## config.mk

```make
export PLATFORM = sky130hd
export DESIGN_NAME = cfg_mgmt_req_seq
export DESIGN_NICKNAME = d
export VERILOG_FILES = /design/src/rtl/cfg_mgmt_req_seq.sv
export SDC_FILE = /design/constraint.sdc
export NUM_CORES = 1
export LEC_CHECK = 0
export BUFFER_PORTS_ARGS = -buffer_cell sky130_fd_sc_hd__buf_2
export CAP_MARGIN = 20
export CELL_PAD_IN_SITES_DETAIL_PLACEMENT = 1
export CELL_PAD_IN_SITES_GLOBAL_PLACEMENT = 1
export CORE_ASPECT_RATIO = 1.2
export CORE_MARGIN = 3
export CORE_UTILIZATION = 48
export CTS_CLUSTER_SIZE = 12
export DETAILED_ROUTE_END_ITERATION = 8
export GPL_TIMING_DRIVEN = 0
export PLACE_DENSITY_LB_ADDON = 0.1
export SETUP_SLACK_MARGIN = 0.1
export SYNTH_ARGS = -nofsm -noshare
export SYNTH_HDL_FRONTEND = slang
export SYNTH_SLANG_ARGS = --single-unit
```

## constraint.sdc

```tcl
create_clock -name user_clk -period 3.32 [get_ports user_clk]
set_clock_uncertainty 0.2 [all_clocks]
set_input_delay 0.83 -clock user_clk [delete_from_list [all_inputs] [get_ports user_clk]]
set_output_delay 0.83 -clock user_clk [all_outputs]
set_load 0.03 [all_outputs]
```

## src/rtl/cfg_mgmt_req_seq.sv

```systemverilog
`default_nettype none
// ============================================================================
//  Module      : cfg_mgmt_req_seq
//  Description : Queued config-space request sequencer. It buffers read and
//                write requests and drives them one at a time onto the
//                cfg_mgmt strobes, then returns one response per request.
//  Revision    : 1.0 - initial release
// ============================================================================
module cfg_mgmt_req_seq #(
    parameter int FIFO_DEPTH  = 4,
    parameter int TIMEOUT_CYC = 1023
) (
    input  logic        user_clk,
    input  logic        user_reset_n,
    input  logic        req_valid,
    output logic        req_ready,
    input  logic        req_write,
    input  logic        req_type1,
    input  logic [9:0]  req_addr,
    input  logic [31:0] req_data,
    input  logic [3:0]  req_be,
    output logic        rsp_valid,
    input  logic        rsp_ready,
    output logic        rsp_write,
    output logic        rsp_timeout,
    output logic [31:0] rsp_data,
    output logic        busy,
    output logic [9:0]  cfg_mgmt_addr,
    output logic        cfg_mgmt_write,
    output logic        cfg_mgmt_read,
    output logic [31:0] cfg_mgmt_write_data,
    output logic [3:0]  cfg_mgmt_byte_enable,
    output logic        cfg_mgmt_type1_cfg_reg_access,
    input  logic [31:0] cfg_mgmt_read_data,
    input  logic        cfg_mgmt_read_write_done
);

    localparam int               c_AW       = $clog2(FIFO_DEPTH);
    localparam logic [c_AW-1:0]  c_PTR_ONE  = 1;
    localparam logic [c_AW:0]    c_CNT_ONE  = 1;
    localparam logic [c_AW:0]    c_CNT_FULL = (c_AW+1)'(FIFO_DEPTH);
    localparam logic [15:0]      c_TMO_LAST = 16'(TIMEOUT_CYC - 1);

    localparam logic [1:0] c_ST_IDLE = 2'd0;
    localparam logic [1:0] c_ST_WAIT = 2'd1;
    localparam logic [1:0] c_ST_RESP = 2'd2;
    localparam logic [1:0] c_ST_GAP  = 2'd3;

    // Entry layout: {write, type1, addr[9:0], data[31:0], be[3:0]}
    logic [47:0]     r_mem [FIFO_DEPTH];
    logic [c_AW-1:0] r_wr_ptr;
    logic [c_AW-1:0] r_rd_ptr;
    logic [c_AW:0]   r_count;
    logic            w_empty;
    logic            w_full;
    logic            w_push;
    logic            w_pop;
    logic [47:0]     w_head;

    logic [1:0]  r_state,       w_nxt_state;
    logic [15:0] r_tmo_cnt,     w_nxt_tmo_cnt;
    logic        r_gap,         w_nxt_gap;
    logic        r_rsp_valid,   w_nxt_rsp_valid;
    logic        r_rsp_write,   w_nxt_rsp_write;
    logic        r_rsp_timeout, w_nxt_rsp_timeout;
    logic [31:0] r_rsp_data,    w_nxt_rsp_data;
    logic [9:0]  r_mg_addr,     w_nxt_mg_addr;
    logic        r_mg_write,    w_nxt_mg_write;
    logic        r_mg_read,     w_nxt_mg_read;
    logic [31:0] r_mg_wdata,    w_nxt_mg_wdata;
    logic [3:0]  r_mg_be,       w_nxt_mg_be;
    logic        r_mg_type1,    w_nxt_mg_type1;

    assign w_empty   = (r_count == '0);
    assign w_full    = (r_count == c_CNT_FULL);
    assign w_push    = req_valid && !w_full;
    assign w_head    = r_mem[r_rd_ptr];
    assign req_ready = !w_full;

    always_ff @(posedge user_clk) begin
        if (w_push) begin
            r_mem[r_wr_ptr] <= {req_write, req_type1, req_addr, req_data, req_be};
        end
    end

    always_ff @(posedge user_clk or negedge user_reset_n) begin
        if (!user_reset_n) begin
            r_wr_ptr <= '0;
            r_rd_ptr <= '0;
            r_count  <= '0;
        end else begin
            if (w_push) r_wr_ptr <= r_wr_ptr + c_PTR_ONE;
            if (w_pop)  r_rd_ptr <= r_rd_ptr + c_PTR_ONE;
            case ({w_push, w_pop})
                2'b10:   r_count <= r_count + c_CNT_ONE;
                2'b01:   r_count <= r_count - c_CNT_ONE;
                default: r_count <= r_count;
            endcase
        end
    end

    always_comb begin
        w_pop             = 1'b0;
        w_nxt_state       = r_state;
        w_nxt_tmo_cnt     = r_tmo_cnt;
        w_nxt_gap         = r_gap;
        w_nxt_rsp_valid   = r_rsp_valid;
        w_nxt_rsp_write   = r_rsp_write;
        w_nxt_rsp_timeout = r_rsp_timeout;
        w_nxt_rsp_data    = r_rsp_data;
        w_nxt_mg_addr     = r_mg_addr;
        w_nxt_mg_write    = r_mg_write;
        w_nxt_mg_read     = r_mg_read;
        w_nxt_mg_wdata    = r_mg_wdata;
        w_nxt_mg_be       = r_mg_be;
        w_nxt_mg_type1    = r_mg_type1;
        case (r_state)
            c_ST_IDLE: begin
                if (!w_empty) begin
                    w_pop           = 1'b1;
                    w_nxt_mg_write  = w_head[47];
                    w_nxt_mg_read   = !w_head[47];
                    w_nxt_mg_type1  = w_head[46];
                    w_nxt_mg_addr   = w_head[45:36];
                    w_nxt_mg_be     = 4'h0;
                    if (w_head[47]) begin
                        w_nxt_mg_wdata = w_head[35:4];
                        w_nxt_mg_be    = w_head[3:0];
                    end
                    w_nxt_rsp_write = w_head[47];
                    w_nxt_tmo_cnt   = '0;
                    w_nxt_state     = c_ST_WAIT;
                end
            end
            c_ST_WAIT: begin
                w_nxt_tmo_cnt = r_tmo_cnt + 16'd1;
                // Done is checked first so a completion on the last cycle still wins.
                if (cfg_mgmt_read_write_done || (r_tmo_cnt == c_TMO_LAST)) begin
                    w_nxt_mg_write  = 1'b0;
                    w_nxt_mg_read   = 1'b0;
                    w_nxt_mg_addr   = '0;
                    w_nxt_mg_be     = '0;
                    w_nxt_mg_type1  = 1'b0;
                    w_nxt_rsp_valid = 1'b1;
                    w_nxt_state     = c_ST_RESP;
                    if (cfg_mgmt_read_write_done) begin
                        w_nxt_rsp_timeout = 1'b0;
                        w_nxt_rsp_data    = r_rsp_write ? 32'h0 : cfg_mgmt_read_data;
                    end else begin
                        w_nxt_rsp_timeout = 1'b1;
                        w_nxt_rsp_data    = 32'hFFFF_FFFF;
                    end
                end
            end
            c_ST_RESP: begin
                if (rsp_ready) begin
                    w_nxt_rsp_valid = 1'b0;
                    w_nxt_gap       = 1'b0;
                    w_nxt_state     = c_ST_GAP;
                end
            end
            c_ST_GAP: begin
                w_nxt_gap = 1'b1;
                if (r_gap) w_nxt_state = c_ST_IDLE;
            end
            default: w_nxt_state = c_ST_IDLE;
        endcase
    end

    always_ff @(posedge user_clk or negedge user_reset_n) begin
        if (!user_reset_n) begin
            r_state       <= c_ST_IDLE;
            r_tmo_cnt     <= '0;
            r_gap         <= 1'b0;
            r_rsp_valid   <= 1'b0;
            r_rsp_write   <= 1'b0;
            r_rsp_timeout <= 1'b0;
            r_rsp_data    <= '0;
            r_mg_addr     <= '0;
            r_mg_write    <= 1'b0;
            r_mg_read     <= 1'b0;
            r_mg_wdata    <= '0;
            r_mg_be       <= '0;
            r_mg_type1    <= 1'b0;
        end else begin
            r_state       <= w_nxt_state;
            r_tmo_cnt     <= w_nxt_tmo_cnt;
            r_gap         <= w_nxt_gap;
            r_rsp_valid   <= w_nxt_rsp_valid;
            r_rsp_write   <= w_nxt_rsp_write;
            r_rsp_timeout <= w_nxt_rsp_timeout;
            r_rsp_data    <= w_nxt_rsp_data;
            r_mg_addr     <= w_nxt_mg_addr;
            r_mg_write    <= w_nxt_mg_write;
            r_mg_read     <= w_nxt_mg_read;
            r_mg_wdata    <= w_nxt_mg_wdata;
            r_mg_be       <= w_nxt_mg_be;
            r_mg_type1    <= w_nxt_mg_type1;
        end
    end

    assign rsp_valid                     = r_rsp_valid;
    assign rsp_write                     = r_rsp_write;
    assign rsp_timeout                   = r_rsp_timeout;
    assign rsp_data                      = r_rsp_data;
    assign busy                          = (r_state != c_ST_IDLE) || !w_empty;
    assign cfg_mgmt_addr                 = r_mg_addr;
    assign cfg_mgmt_write                = r_mg_write;
    assign cfg_mgmt_read                 = r_mg_read;
    assign cfg_mgmt_write_data           = r_mg_wdata;
    assign cfg_mgmt_byte_enable          = r_mg_be;
    assign cfg_mgmt_type1_cfg_reg_access = r_mg_type1;

endmodule
`default_nettype wire
```

==> impl_metrics.tcl <==
set metrics [dict create \
    finalHoldViolations 0 \
    grt_pass1_vias 7259 \
    die_width_um 149.4 \
    holdCritPathClass "reg2reg" \
    root_buffer "clkbuf_16" \
    rows 62 \
    power.density_nw_per_um2 972.4 \
    synth_cells 637 \
    clockBufferDepth 3 \
    path_class "reg2out" \
    p_leak_nw 5.517 \
    cts_buffers 31 \
    layout.cells.non_filler 1192 \
    drt-pass1-iter-count 4 \
    initial_core_util_pct 49.08 \
    ant_nets 0 \
    die_h_um 178.1 \
    hpwl_um 17090 \
    placed_area_um2 13210 \
    clk_pin_slew_ps 60 \
    areaGrowthSynthToFinish_pct 19.75 \
    gp_congestion 0.7654 \
    p_int_mw 9.064 \
    avgSynthCellArea_um2 18.59 \
    track_usage_pct 19.44 \
    fillers 2187 \
    setup_viol_count_final 0 \
    wirelength_um 25970 \
    cts_max_level 1 \
    cpPeakStageDelay_ps 410 \
    antenna_found_initial 3 \
    drc_errors 0 \
    dp_cells 1132 \
    cts_tree "done" \
    switching_share_pct 34.26 \
    grt_overflow_total 0 \
    maxCapViolations 0 \
    seqPwrFrac_pct 40.4 \
    relSlewSlack_pct 29.66 \
    fin_area_um2 14180 \
    grt_first_pass_wirelength_um 40350 \
    cp-end-kind "output pin" \
    ir_worst_vdd_uv 734.5 \
    slew_viol_final 0 \
    met2WireLength_um 13550 \
    status "complete, no violations" \
    start_kind "flip-flop" \
    critPathBufInv 3 \
    p_switching_mw 4.724 \
    timing.final.ws_setup_ps 283.4 \
    ys_warn_count 0 \
    netlist_top_cells_area "edfxtp_1 (49%), dfrtp_1 (23%), mux4_2 (8.0%), mux2_2 (3.2%), a2bb2oi_1 (2.3%)" \
    synth_edf_count 192 \
    p_clk_share_pct 23.5 \
    min_period_ps 3037 \
    port-buffer-count 170 \
    dr_wl_met3_um 1540 \
    top_layer "met5" \
    netlist.area_leader.share_pct 48.69 \
    die_area_um2 26600 \
    yosys.cell_types.count 55 \
    rsz0062_at_grt "no" \
    viasPerCell 5.455 \
    rrSetupSlack_ps 540 \
    crit_slowest_cell "dfrtp_1" \
    crit_required_ps 2290 \
    async_flop_share_pct 36.42 \
    io_pins 171 \
    syn_area_um2 11840 \
    path_cells "inv_1 -> ha_2 -> nor4b_4 -> inv_1 -> buf_2" \
    yosysTopAreaCell "edfxtp_1" \
    syn_nets 734 \
    crit_fanout 7 \
    synth_ff_type "edfxtp_1" \
    vias 6502 \
    cts_sinks 302 \
    arrival_ps 2010 \
    grt_max_degree 90 \
    ys_seq_area_share_pct 71.94 \
    nets 944 \
    tightest_slew_ps 1046 \
    insertion_delay_ps 540 \
    ys_seq_elements 302 \
    cpMostUsedCell "inv_1" \
    drt-wirelength-per-cell_um 21.79 \
    pwr-share-comb_pct 36.0 \
    drive_above_1_share_pct 39.04 \
    crit_family "buffers and inverters" \
    max_freq_ghz 0.3293 \
    drtIter0Drc 234 \
    wl_met1_um 10410 \
    fin_crit_sh_pct 91.46 \
    coreArea_um2 24130 \
    finalPower_mw 13.79 \
    place_ws_ps 507.0 \
]
-- timing repair --
item | in CTS | in global routing
hold endpoints to repair | 21 | 0
hold buffers | 1 | 0
setup endpoints to repair | 1 | 1
resized for setup | 0 | 1
gates cloned | 0 | 0
setup buffers | 1 | 0
-- sequential cells by signal (all words and copies together), names as in the netlist, 2 cells and up --
| register | cells |
|---|---|
| r_state | 2 |
| r_wr_ptr | 2 |
| rsp_data | 32 |
| cfg_mgmt_write_data | 32 |
| cfg_mgmt_byte_enable | 4 |
| cfg_mgmt_addr | 10 |
| r_mem | 192 |
| r_count | 3 |
| r_rd_ptr | 2 |
| r_tmo_cnt | 16 |
-- stage by stage --
stage / hold WS [ps] / setup TNS, ps / utilization (%)
floorplan: 310.3 / 0 / -
global placement: 266.6 / -116940 / 54.27
detailed placement: 271.8 / 0 / 54.76
CTS: 273.5 / 0 / 58.75
global route: 281.4 / 0 / 58.78
finish: 286.1 / 0 / 58.78
-- Yosys cell counts, types with 11 or more instances --
library cell,instances
edfxtp_1,192
dfrtp_1,110
mux4_2,42
mux2_2,34
nand2b_1,32
a2bb2oi_1,31
a22o_2,15
nand2_1,14
o21ai_0,13
clkbuf_1,12
inv_1,12
ha_1,11
nor2_1,11
-- cell families (layout without fill, tap and decap cells) --
| group | after synthesis | count (layout) | synth area share, % |
|---|---|---|---|
| mux | 84 | 84 | 12.72 |
| xor+xnor | 11 | 11 | 0.8136 |
| compound gates | 82 | 82 | 5.590 |
| buf+inv | 43 | 277 | 2.177 |
| fa+ha+maj | 12 | 12 | 1.331 |
| flops | 302 | 302 | 71.94 |
| simple gates | 103 | 103 | 5.431 |
| other cells | 0 | 1 | 0 |
-- cell usage in the layout (no fill, tap or decap), types with 11 or more instances in the layout --
cell type  count
a22o_2        15
a2bb2oi_1     31
buf_2        173
clkbuf_1      29
clkbuf_16     31
dfrtp_1      110
edfxtp_1     192
inv_1         12
mux2_2        34
mux4_2        42
nand2_1       14
nand2b_1      32
nor2_1        11
o21ai_0       13
-- power by group through the flow --
stage	logic [mW]	clock network, mW	registers [mW]
finish	4.96	3.25	5.58
global route	5.37	3.49	5.68
CTS	5.06	3.33	5.59
detailed placement	5.04	0	5.65
global placement	4.81	0	5.62
floorplan	2.59	0	6.50
-- metal layers --
metal,global-route usage (%),vias up
met2,34.92,172
li1,-,2912
met5,0,-
met4,3.968,4
met3,4.524,40
met1,24.25,3374
-- cell type report --
class | count | area, um2 | area share, %
inverters | 13 | 48.80 | 0.3441
clock buffers | 52 | 894.6 | 6.309
well taps | 320 | 400.4 | 2.824
diodes | 1 | 2.502 | 0.01765
repair buffers | 177 | 982.2 | 6.927
flip-flops and latches | 302 | 8518 | 60.07
clock inverters | 5 | 51.30 | 0.3618
multi-input cells | 292 | 3073 | 21.67
plain buffers | 30 | 209.0 | 1.474
-- final timing paths --
kind	to	cells after the start	startpoint
setup / recovery	busy	5	r_state[0]$_DFFE_PN0P_
hold / removal	cfg_mgmt_read$_DFFE_PN0P_	1	cfg_mgmt_read$_DFFE_PN0P_
setup reg to reg	r_count[2]$_DFFE_PN0P_	8	r_count[1]$_DFFE_PN0P_
hold reg to reg	cfg_mgmt_read$_DFFE_PN0P_	1	cfg_mgmt_read$_DFFE_PN0P_
max in group asynchronous	rsp_data[24]$_DFFE_PN0P_	3	user_reset_n
min in group asynchronous	r_tmo_cnt[11]$_DFFE_PN0P_	2	user_reset_n
Note: power is estimated with default switching activity, not from simulation.
